## config.mk

```make
export PLATFORM = sky130hd
export DESIGN_NAME = mem_arbiter_flat
export DESIGN_NICKNAME = d
export VERILOG_FILES = /design/src/rtl/mem_arbiter_if.sv /design/src/rtl/mem_arbiter.sv /design/src/flat_wrapper.sv
export SDC_FILE = /design/constraint.sdc
export NUM_CORES = 1
export LEC_CHECK = 0
export ABC_AREA = 1
export CAP_MARGIN = 30
export CORE_AREA = 2 2 129 131
export CTS_BUF_LIST = sky130_fd_sc_hd__clkbuf_4 sky130_fd_sc_hd__clkbuf_8
export CTS_CLUSTER_DIAMETER = 50
export DETAILED_ROUTE_END_ITERATION = 16
export DIE_AREA = 0 0 131 133
export PLACE_DENSITY = 0.59
export SYNTH_ARGS = -nofsm -noshare
export SYNTH_HDL_FRONTEND = slang
export SYNTH_SLANG_ARGS = --single-unit
```

## constraint.sdc

```tcl
create_clock -name CLK -period 1.9 [get_ports CLK]
set_clock_uncertainty 0.2 [all_clocks]
set_input_delay 0.38 -clock CLK [delete_from_list [all_inputs] [get_ports CLK]]
set_output_delay 0.38 -clock CLK [all_outputs]
set_load 0.05 [all_outputs]
```

## src/rtl/mem_arbiter_if.sv

```systemverilog
// mem_arbiter_if: cache-pair and RAM-side signals of the single-port memory arbiter
interface mem_arbiter_if;
    logic        iREN;
    logic [31:0] iaddr;
    logic        dREN;
    logic        dWEN;
    logic [31:0] daddr;
    logic [31:0] dstore;
    logic [1:0]  ramstate;
    logic [31:0] ramload;
    logic        iwait;
    logic [31:0] iload;
    logic        dwait;
    logic [31:0] dload;
    logic        ramREN;
    logic        ramWEN;
    logic [31:0] ramaddr;
    logic [31:0] ramstore;
    logic [31:0] igrant_cnt;
    logic [31:0] dgrant_cnt;
    modport slave (
        input  iREN, iaddr, dREN, dWEN, daddr, dstore, ramstate, ramload,
        output iwait, iload, dwait, dload, ramREN, ramWEN, ramaddr, ramstore,
               igrant_cnt, dgrant_cnt
    );
    modport master (
        output iREN, iaddr, dREN, dWEN, daddr, dstore, ramstate, ramload,
        input  iwait, iload, dwait, dload, ramREN, ramWEN, ramaddr, ramstore,
               igrant_cnt, dgrant_cnt
    );
endinterface

```

## src/rtl/mem_arbiter.sv

```systemverilog
// mem_arbiter: shares one RAM port between icache and dcache, dcache first with icache starvation guard
// Define MEM_ARB_STATS_EN to count ACCESS completions per requester.
module mem_arbiter #(
    parameter int STARVE_MAX = 8,
    parameter int CNT_W      = 4
) (
    input logic CLK,
    input logic RST,
    mem_arbiter_if.slave bus
);
    typedef enum logic [1:0] {IDLE, IGRANT, DGRANT} state_t;
    localparam logic [1:0] ACCESS = 2'd2;
    state_t state, next_state;
    logic [CNT_W-1:0] starve_cnt;
    logic starved, dreq, iacc, dacc;
    always_comb begin
        dreq       = bus.dREN | bus.dWEN;
        starved    = starve_cnt == CNT_W'(STARVE_MAX);
        iacc       = state == IGRANT && bus.iREN && bus.ramstate == ACCESS;
        dacc       = state == DGRANT && dreq && bus.ramstate == ACCESS;
        next_state = state == IDLE   ? (dreq && !starved ? DGRANT : bus.iREN ? IGRANT : IDLE) :
                     state == IGRANT ? (!bus.iREN || iacc ? IDLE : IGRANT) :
                     state == DGRANT ? (!dreq || dacc ? IDLE : DGRANT) : IDLE;
        // Enables follow the live request so a dropped request releases RAM in the same cycle
        bus.ramREN   = state == IGRANT ? bus.iREN : state == DGRANT && bus.dREN && !bus.dWEN;
        bus.ramWEN   = state == DGRANT && bus.dWEN;
        bus.ramaddr  = state == IGRANT ? bus.iaddr : state == DGRANT ? bus.daddr : '0;
        bus.ramstore = state == DGRANT ? bus.dstore : '0;
        bus.iwait    = !iacc;
        bus.iload    = iacc ? bus.ramload : '0;
        bus.dwait    = !dacc;
        bus.dload    = dacc ? bus.ramload : '0;
    end
    always_ff @(posedge CLK) begin
        if (RST) begin
            state      <= IDLE;
            starve_cnt <= '0;
        end else begin
            state      <= next_state;
            starve_cnt <= !bus.iREN || next_state == IGRANT ? '0 :
                          state != IGRANT && !starved ? starve_cnt + CNT_W'(1) : starve_cnt;
        end
    end
`ifdef MEM_ARB_STATS_EN
    logic [31:0] icnt, dcnt;
    always_ff @(posedge CLK) begin
        if (RST) begin
            icnt <= '0;
            dcnt <= '0;
        end else begin
            icnt <= icnt + {31'd0, iacc};
            dcnt <= dcnt + {31'd0, dacc};
        end
    end
    assign bus.igrant_cnt = icnt;
    assign bus.dgrant_cnt = dcnt;
`else
    assign bus.igrant_cnt = '0;
    assign bus.dgrant_cnt = '0;
`endif
endmodule
```

## src/flat_wrapper.sv

```systemverilog
// flat-port wrapper written by rule: the top's interface ports become plain ports
module mem_arbiter_flat 
#(
    parameter int STARVE_MAX = 8,
    parameter int CNT_W      = 4
)
  (CLK, RST, bus_iREN, bus_iaddr, bus_dREN, bus_dWEN, bus_daddr, bus_dstore, bus_ramstate, bus_ramload, bus_iwait, bus_iload, bus_dwait, bus_dload, bus_ramREN, bus_ramWEN, bus_ramaddr, bus_ramstore, bus_igrant_cnt, bus_dgrant_cnt);
  mem_arbiter_if bus_i ();
  input logic CLK;
  input logic RST;
  input wire logic [$bits(bus_i.iREN)-1:0] bus_iREN;
  input wire logic [$bits(bus_i.iaddr)-1:0] bus_iaddr;
  input wire logic [$bits(bus_i.dREN)-1:0] bus_dREN;
  input wire logic [$bits(bus_i.dWEN)-1:0] bus_dWEN;
  input wire logic [$bits(bus_i.daddr)-1:0] bus_daddr;
  input wire logic [$bits(bus_i.dstore)-1:0] bus_dstore;
  input wire logic [$bits(bus_i.ramstate)-1:0] bus_ramstate;
  input wire logic [$bits(bus_i.ramload)-1:0] bus_ramload;
  output wire logic [$bits(bus_i.iwait)-1:0] bus_iwait;
  output wire logic [$bits(bus_i.iload)-1:0] bus_iload;
  output wire logic [$bits(bus_i.dwait)-1:0] bus_dwait;
  output wire logic [$bits(bus_i.dload)-1:0] bus_dload;
  output wire logic [$bits(bus_i.ramREN)-1:0] bus_ramREN;
  output wire logic [$bits(bus_i.ramWEN)-1:0] bus_ramWEN;
  output wire logic [$bits(bus_i.ramaddr)-1:0] bus_ramaddr;
  output wire logic [$bits(bus_i.ramstore)-1:0] bus_ramstore;
  output wire logic [$bits(bus_i.igrant_cnt)-1:0] bus_igrant_cnt;
  output wire logic [$bits(bus_i.dgrant_cnt)-1:0] bus_dgrant_cnt;
  assign bus_i.iREN = bus_iREN;
  assign bus_i.iaddr = bus_iaddr;
  assign bus_i.dREN = bus_dREN;
  assign bus_i.dWEN = bus_dWEN;
  assign bus_i.daddr = bus_daddr;
  assign bus_i.dstore = bus_dstore;
  assign bus_i.ramstate = bus_ramstate;
  assign bus_i.ramload = bus_ramload;
  assign bus_iwait = bus_i.iwait;
  assign bus_iload = bus_i.iload;
  assign bus_dwait = bus_i.dwait;
  assign bus_dload = bus_i.dload;
  assign bus_ramREN = bus_i.ramREN;
  assign bus_ramWEN = bus_i.ramWEN;
  assign bus_ramaddr = bus_i.ramaddr;
  assign bus_ramstore = bus_i.ramstore;
  assign bus_igrant_cnt = bus_i.igrant_cnt;
  assign bus_dgrant_cnt = bus_i.dgrant_cnt;
  mem_arbiter #(.STARVE_MAX(STARVE_MAX), .CNT_W(CNT_W)) u_core (.CLK(CLK), .RST(RST), .bus(bus_i));
endmodule
```

== Yosys cells after proc, flatten, opt, wreduce, memory -nomap -nowiden ==
Cells that the tools add are included.

* Word-level logic and storage cells: 43
* Output and inout bits: 196
* Bits of input ports: 135
* Flip-flop bits (word level): 6
* Memory bits (read-only): 0
* RAM bits: 0
* Memories: 0
* Latch bits: 0

* Muxes and demuxes: 13
* Magnitude comparators: 0
* Bitwise operators: 1
* Add/sub/neg operators: 1
* $mul: 0
* Eq/ne operators: 6
* Reduce and logical (&&, ||, !) cells: 20
* Divide/modulo/power cells: 0
* Shift operators: 0

{| class="wikitable"
|+ Operator list
! operator !! number
|-
| 2-to-1 mux 32 bit || 5
|-
| 2-to-1 mux 2 bit || 5
|-
| logical AND 1 bit || 9
|-
| logical NOT 1 bit || 6
|-
| adder 4 x 1 -> 4 bit (second input constant) || 1
|-
| == test 2 x 1 -> 1 bit (second input constant) || 2
|-
| == test 2 bit (second input constant) || 2
|-
| == test 4 bit (second input constant) || 1
|-
| logical OR 1 bit || 3
|-
| 2-to-1 mux 1 bit || 3
|-
| logical NOT 2 bit || 1
|-
| != test 2 x 1 -> 1 bit (second input constant) || 1
|-
| OR reduction 2 bit || 1
|-
| OR 1 bit || 1
|}

== Logic depth before layout (Yosys ltp) ==
* Word-level depth: 11
* Depth in mapped cells: 8
* Mapped depth without buffers: 8

== Worst setup path after synthesis ==
No wires, ideal clock.

* Path type: flip-flop to output port
* Start: register u_core.state[0]
* End: output port bus_ramREN
* Cell stages (with the launch flop): 3
* Data arrival time: 1.755 ns
* Data required time: 1.320 ns
* Path slack: -0.435 ns
* Path buffers: 0
* Cell sequence: dfxtp_1 > nand2_1 > o21ai_0

* Longest elaborated chain between the ends: 4
* Elaborated cells between the ends (all ways): 5
* Those cells by class: eq/ne: 2; mux: 1; reduce/logical: 2

{| class="wikitable"
|+ RTL lines
! what !! RTL line !! text
|-
| start, declared || mem_arbiter.sv:13 || <nowiki>state_t state, next_state;</nowiki>
|-
| start signal, assigned || mem_arbiter.sv:39 || <nowiki>state <= next_state;</nowiki>
|-
| == test 2 bit || mem_arbiter.sv:25 || <nowiki>bus.ramREN = state == IGRANT ? bus.iREN : state == DGRANT && bus.dREN && !bus.dWEN;</nowiki>
|-
| logical AND 1 bit (2 in a row) || mem_arbiter.sv:25 ||
|-
| 2-to-1 mux 1 bit (*) || mem_arbiter.sv:25 ||
|-
| end, declared || flat_wrapper.sv:23 || <nowiki>output wire logic [$bits(bus_i.ramREN)-1:0] bus_ramREN;</nowiki>
|}

Mark *: on every way between the ends. The rest lies on a longest branch, timed or not.

== Final worst setup path ==
* Start: register u_core.state[1]
* End: output port bus_ramaddr[9]

* Longest elaborated chain between the ends: 3
* Elaborated cells between the ends (all ways): 4
* Those cells by class: eq/ne: 2; mux: 2

{| class="wikitable"
|+ RTL lines
! what !! RTL line !! text
|-
| == test 2 bit || mem_arbiter.sv:27 || <nowiki>bus.ramaddr = state == IGRANT ? bus.iaddr : state == DGRANT ? bus.daddr : '0;</nowiki>
|-
| 2-to-1 mux 32 bit || mem_arbiter.sv:27 ||
|-
| 2-to-1 mux 32 bit (*) || mem_arbiter.sv:27 ||
|-
| end, declared || flat_wrapper.sv:25 || <nowiki>output wire logic [$bits(bus_i.ramaddr)-1:0] bus_ramaddr;</nowiki>
|}

Marks and branches as above.

==> metrics <==
CORE AREA=16200 sq um; yosys warns=0; most numerous cell on the critical path=buf_12; Syn Inst Count=338; GRT overflow=0; total power=0.00246 W; worst skew pair latency=220 ps; outcome=finished, violations left; dpl ws=-528 ps; Most used DFF post-synth=dfxtp_1; antenna violations before repair=0; TritonCTS Sinks=6; PortBufs=266; flop2flop setup slack=440 ps; most frequent cell after synthesis=nor2_1; fin crit share=107%; synth top area cells=buf_4, nor2_1, inv_1, a22o_1, dfxtp_1; sequential area share after synthesis=6.22%; CP Max Fanout=34; Initial Utilization=11.9%; Max Clk Rate=494 MHz; Hold Crit Start=u_core.starve_cnt[0]$_SDFFE_PP0P_; RR Startpoint=u_core.state[1]$_SDFF_PP0_; critical path endpoint category=primary output; Util after Layout=44.6%; Vias=2930; peak supply drop=0.000207 V; drt wl/cell=12.7 um; # diodes=0; DRT iter0 DRCs=62; Num CTS Buffers=3; slowest stage cell, crit path=dfxtp_4; Worst Reg-to-Reg Cells=6; vias in the first global route=2902; Post-synth ARST share=0%; DR pass1 iterations=4; Syn Std Cell Area=1930 sq um; worst hold path cell count=4; post-synth top area cell=buf_4; Non-Filler Instances=840; cell breakdown of the critical path=buf_6 -> nor2_8 -> buf_12 -> a22o_2 -> buf_12; row count=47; Netlist cell types=19; H-tree depth=1; Synth top area share=26.0%; endpoints failing hold=0; footprint of the multi-input gates=2000 sq um; die height=133 um; Leak=3.09 nW; Setup Viol. Count Final=129; CP Data Required Time=1320 ps; flops & latches, synth=6; PwrDens=341 nW/um^2; R2R Path End=u_core.starve_cnt[2]$_SDFFE_PP0P_; post-route ant nets=0; nets@finish=759; most frequent cells after synthesis=nor2_1, inv_1, buf_4; vias per cell=3.49; clock root buffer=clkbuf_8; CTS tree=yes; largest net degree at the start of global routing=35; failing checks=negative setup slack; total wire length=10.7 mm; Die Span X=131 um; clock buffer depth=2; die area=17400 sq um; first-pass GRT wire length=15.1 mm; Worst Hold End=u_core.starve_cnt[0]$_SDFFE_PP0P_; Tmin final=2020 ps; clock-pin slew on the worst setup and hold paths=30 ps; dpl cells=828; share of layout cells above drive strength 1=49.4%; Layout area overhead=273%; boundary pin count=331; CP arrival=1440 ps; Setup WS post-layout=-124 ps; Critical Setup Path Class=flip-flop to primary output; hold crit path type=flip-flop to flip-flop; DP HPWL=9.23 mm; Tot GR Track Use=11.1%; syn_area_per_cell=5.72 sq um; max-slew violations=0; CP max stage delay=350 ps; maxcap violations=0; Fillers=1484; DRC viols=0; final RePlAce weighted congestion=0.770; FF/Latch Area=125 sq um; RSZ-0062 raised after global routing=yes; EDFF count, synth=0; crit path launch type=flip-flop
-- cell families (layout without fill, tap and decap cells) --
group | Yosys count | count (layout) | synth area share [%]
flip-flops | 6 | 6 | 6.22
AND/OR/NAND/NOR | 134 | 134 | 30.0
other | 1 | 64 | 0.194
buffers and inverters | 159 | 378 | 46.6
adder cells (fa/ha/maj) | 2 | 2 | 1.30
AO/OA/AOI/OAI | 36 | 36 | 15.7
-- per-stage QoR --
step	hold WS [ps]	TNS, ps	area (sq um)
global route	405	-19080	7210
detailed placement	337	-27120	6760
global placement	334	-26430	6760
finish	346	-11270	7210
floorplan	249	-1040	2870
CTS	351	-15530	7050
-- power by group --
part           total (W)  internal (W)  switching [W]
Sequential      0.000140      0.000133     0.00000679
Combinational    0.00213      0.000946        0.00118
Clock           0.000188      0.000136      0.0000522
Total            0.00246       0.00121        0.00124
-- registers in the layout, indices dropped and copies added (netlist names) --
signal             count
u_core.starve_cnt      4
u_core.state           2
-- area by class of cell --
cell class	count	area share (%)
clock buffers	3	0.573
well taps	220	3.82
repair buffers	295	61.7
inverters	80	4.37
multi-input cells	236	27.8
flip-flops and latches	6	1.74
-- worst max-delay path: cells and delay by family, from the launching register on --
kind | cells | cell delay [ps]
buffers and inverters | 3 | 470
flip-flops | 1 | 350
AO/OA/AOI/OAI | 1 | 230
AND/OR/NAND/NOR | 1 | 130
-- how the worst max path moves through the flow --
stage / startpoint / end / depth (start not counted)
5_1_grt: u_core.state[1]$_SDFF_PP0_ / bus_iload[10] / 6
3_3_place_gp: bus_dREN / bus_dload[0] / 8
4_1_cts: u_core.state[1]$_SDFF_PP0_ / bus_dload[9] / 6
3_5_place_dp: bus_dREN / bus_dload[0] / 8
2_1_floorplan: u_core.state[0]$_SDFF_PP0_ / bus_iload[0] / 4
6_report: u_core.state[1]$_SDFF_PP0_ / bus_ramaddr[9] / 5
-- placed cells by master, fill, tap and decap left out, drive strengths merged, types with 6 or more instances in the layout --
cell / n
clkdlybuf4s50: 129
nor2: 105
dfxtp: 6
nand2: 16
nand3: 10
clkbuf: 7
inv: 80
a22o: 32
conb: 64
buf: 159
-- routing by layer --
metal | track usage [%] | share of wire [%] | wire, um
met1 | 11.6 | 34 | 3600
met3 | 2.35 | 9.6 | 1020
met2 | 22.6 | 56 | 6010
met5 | 0 | 0 | 0
met4 | 1.24 | 0.42 | 45
-- what timing repair did --
action	CTS	global route
gates resized for setup	49	18
hold buffers	0	0
gates cloned	3	3
hold endpoints to repair	0	0
pin swaps	8	9
buffers inserted	4	0
endpoints found under the setup margin	131	132
Note: power is estimated with default switching activity, not from simulation.
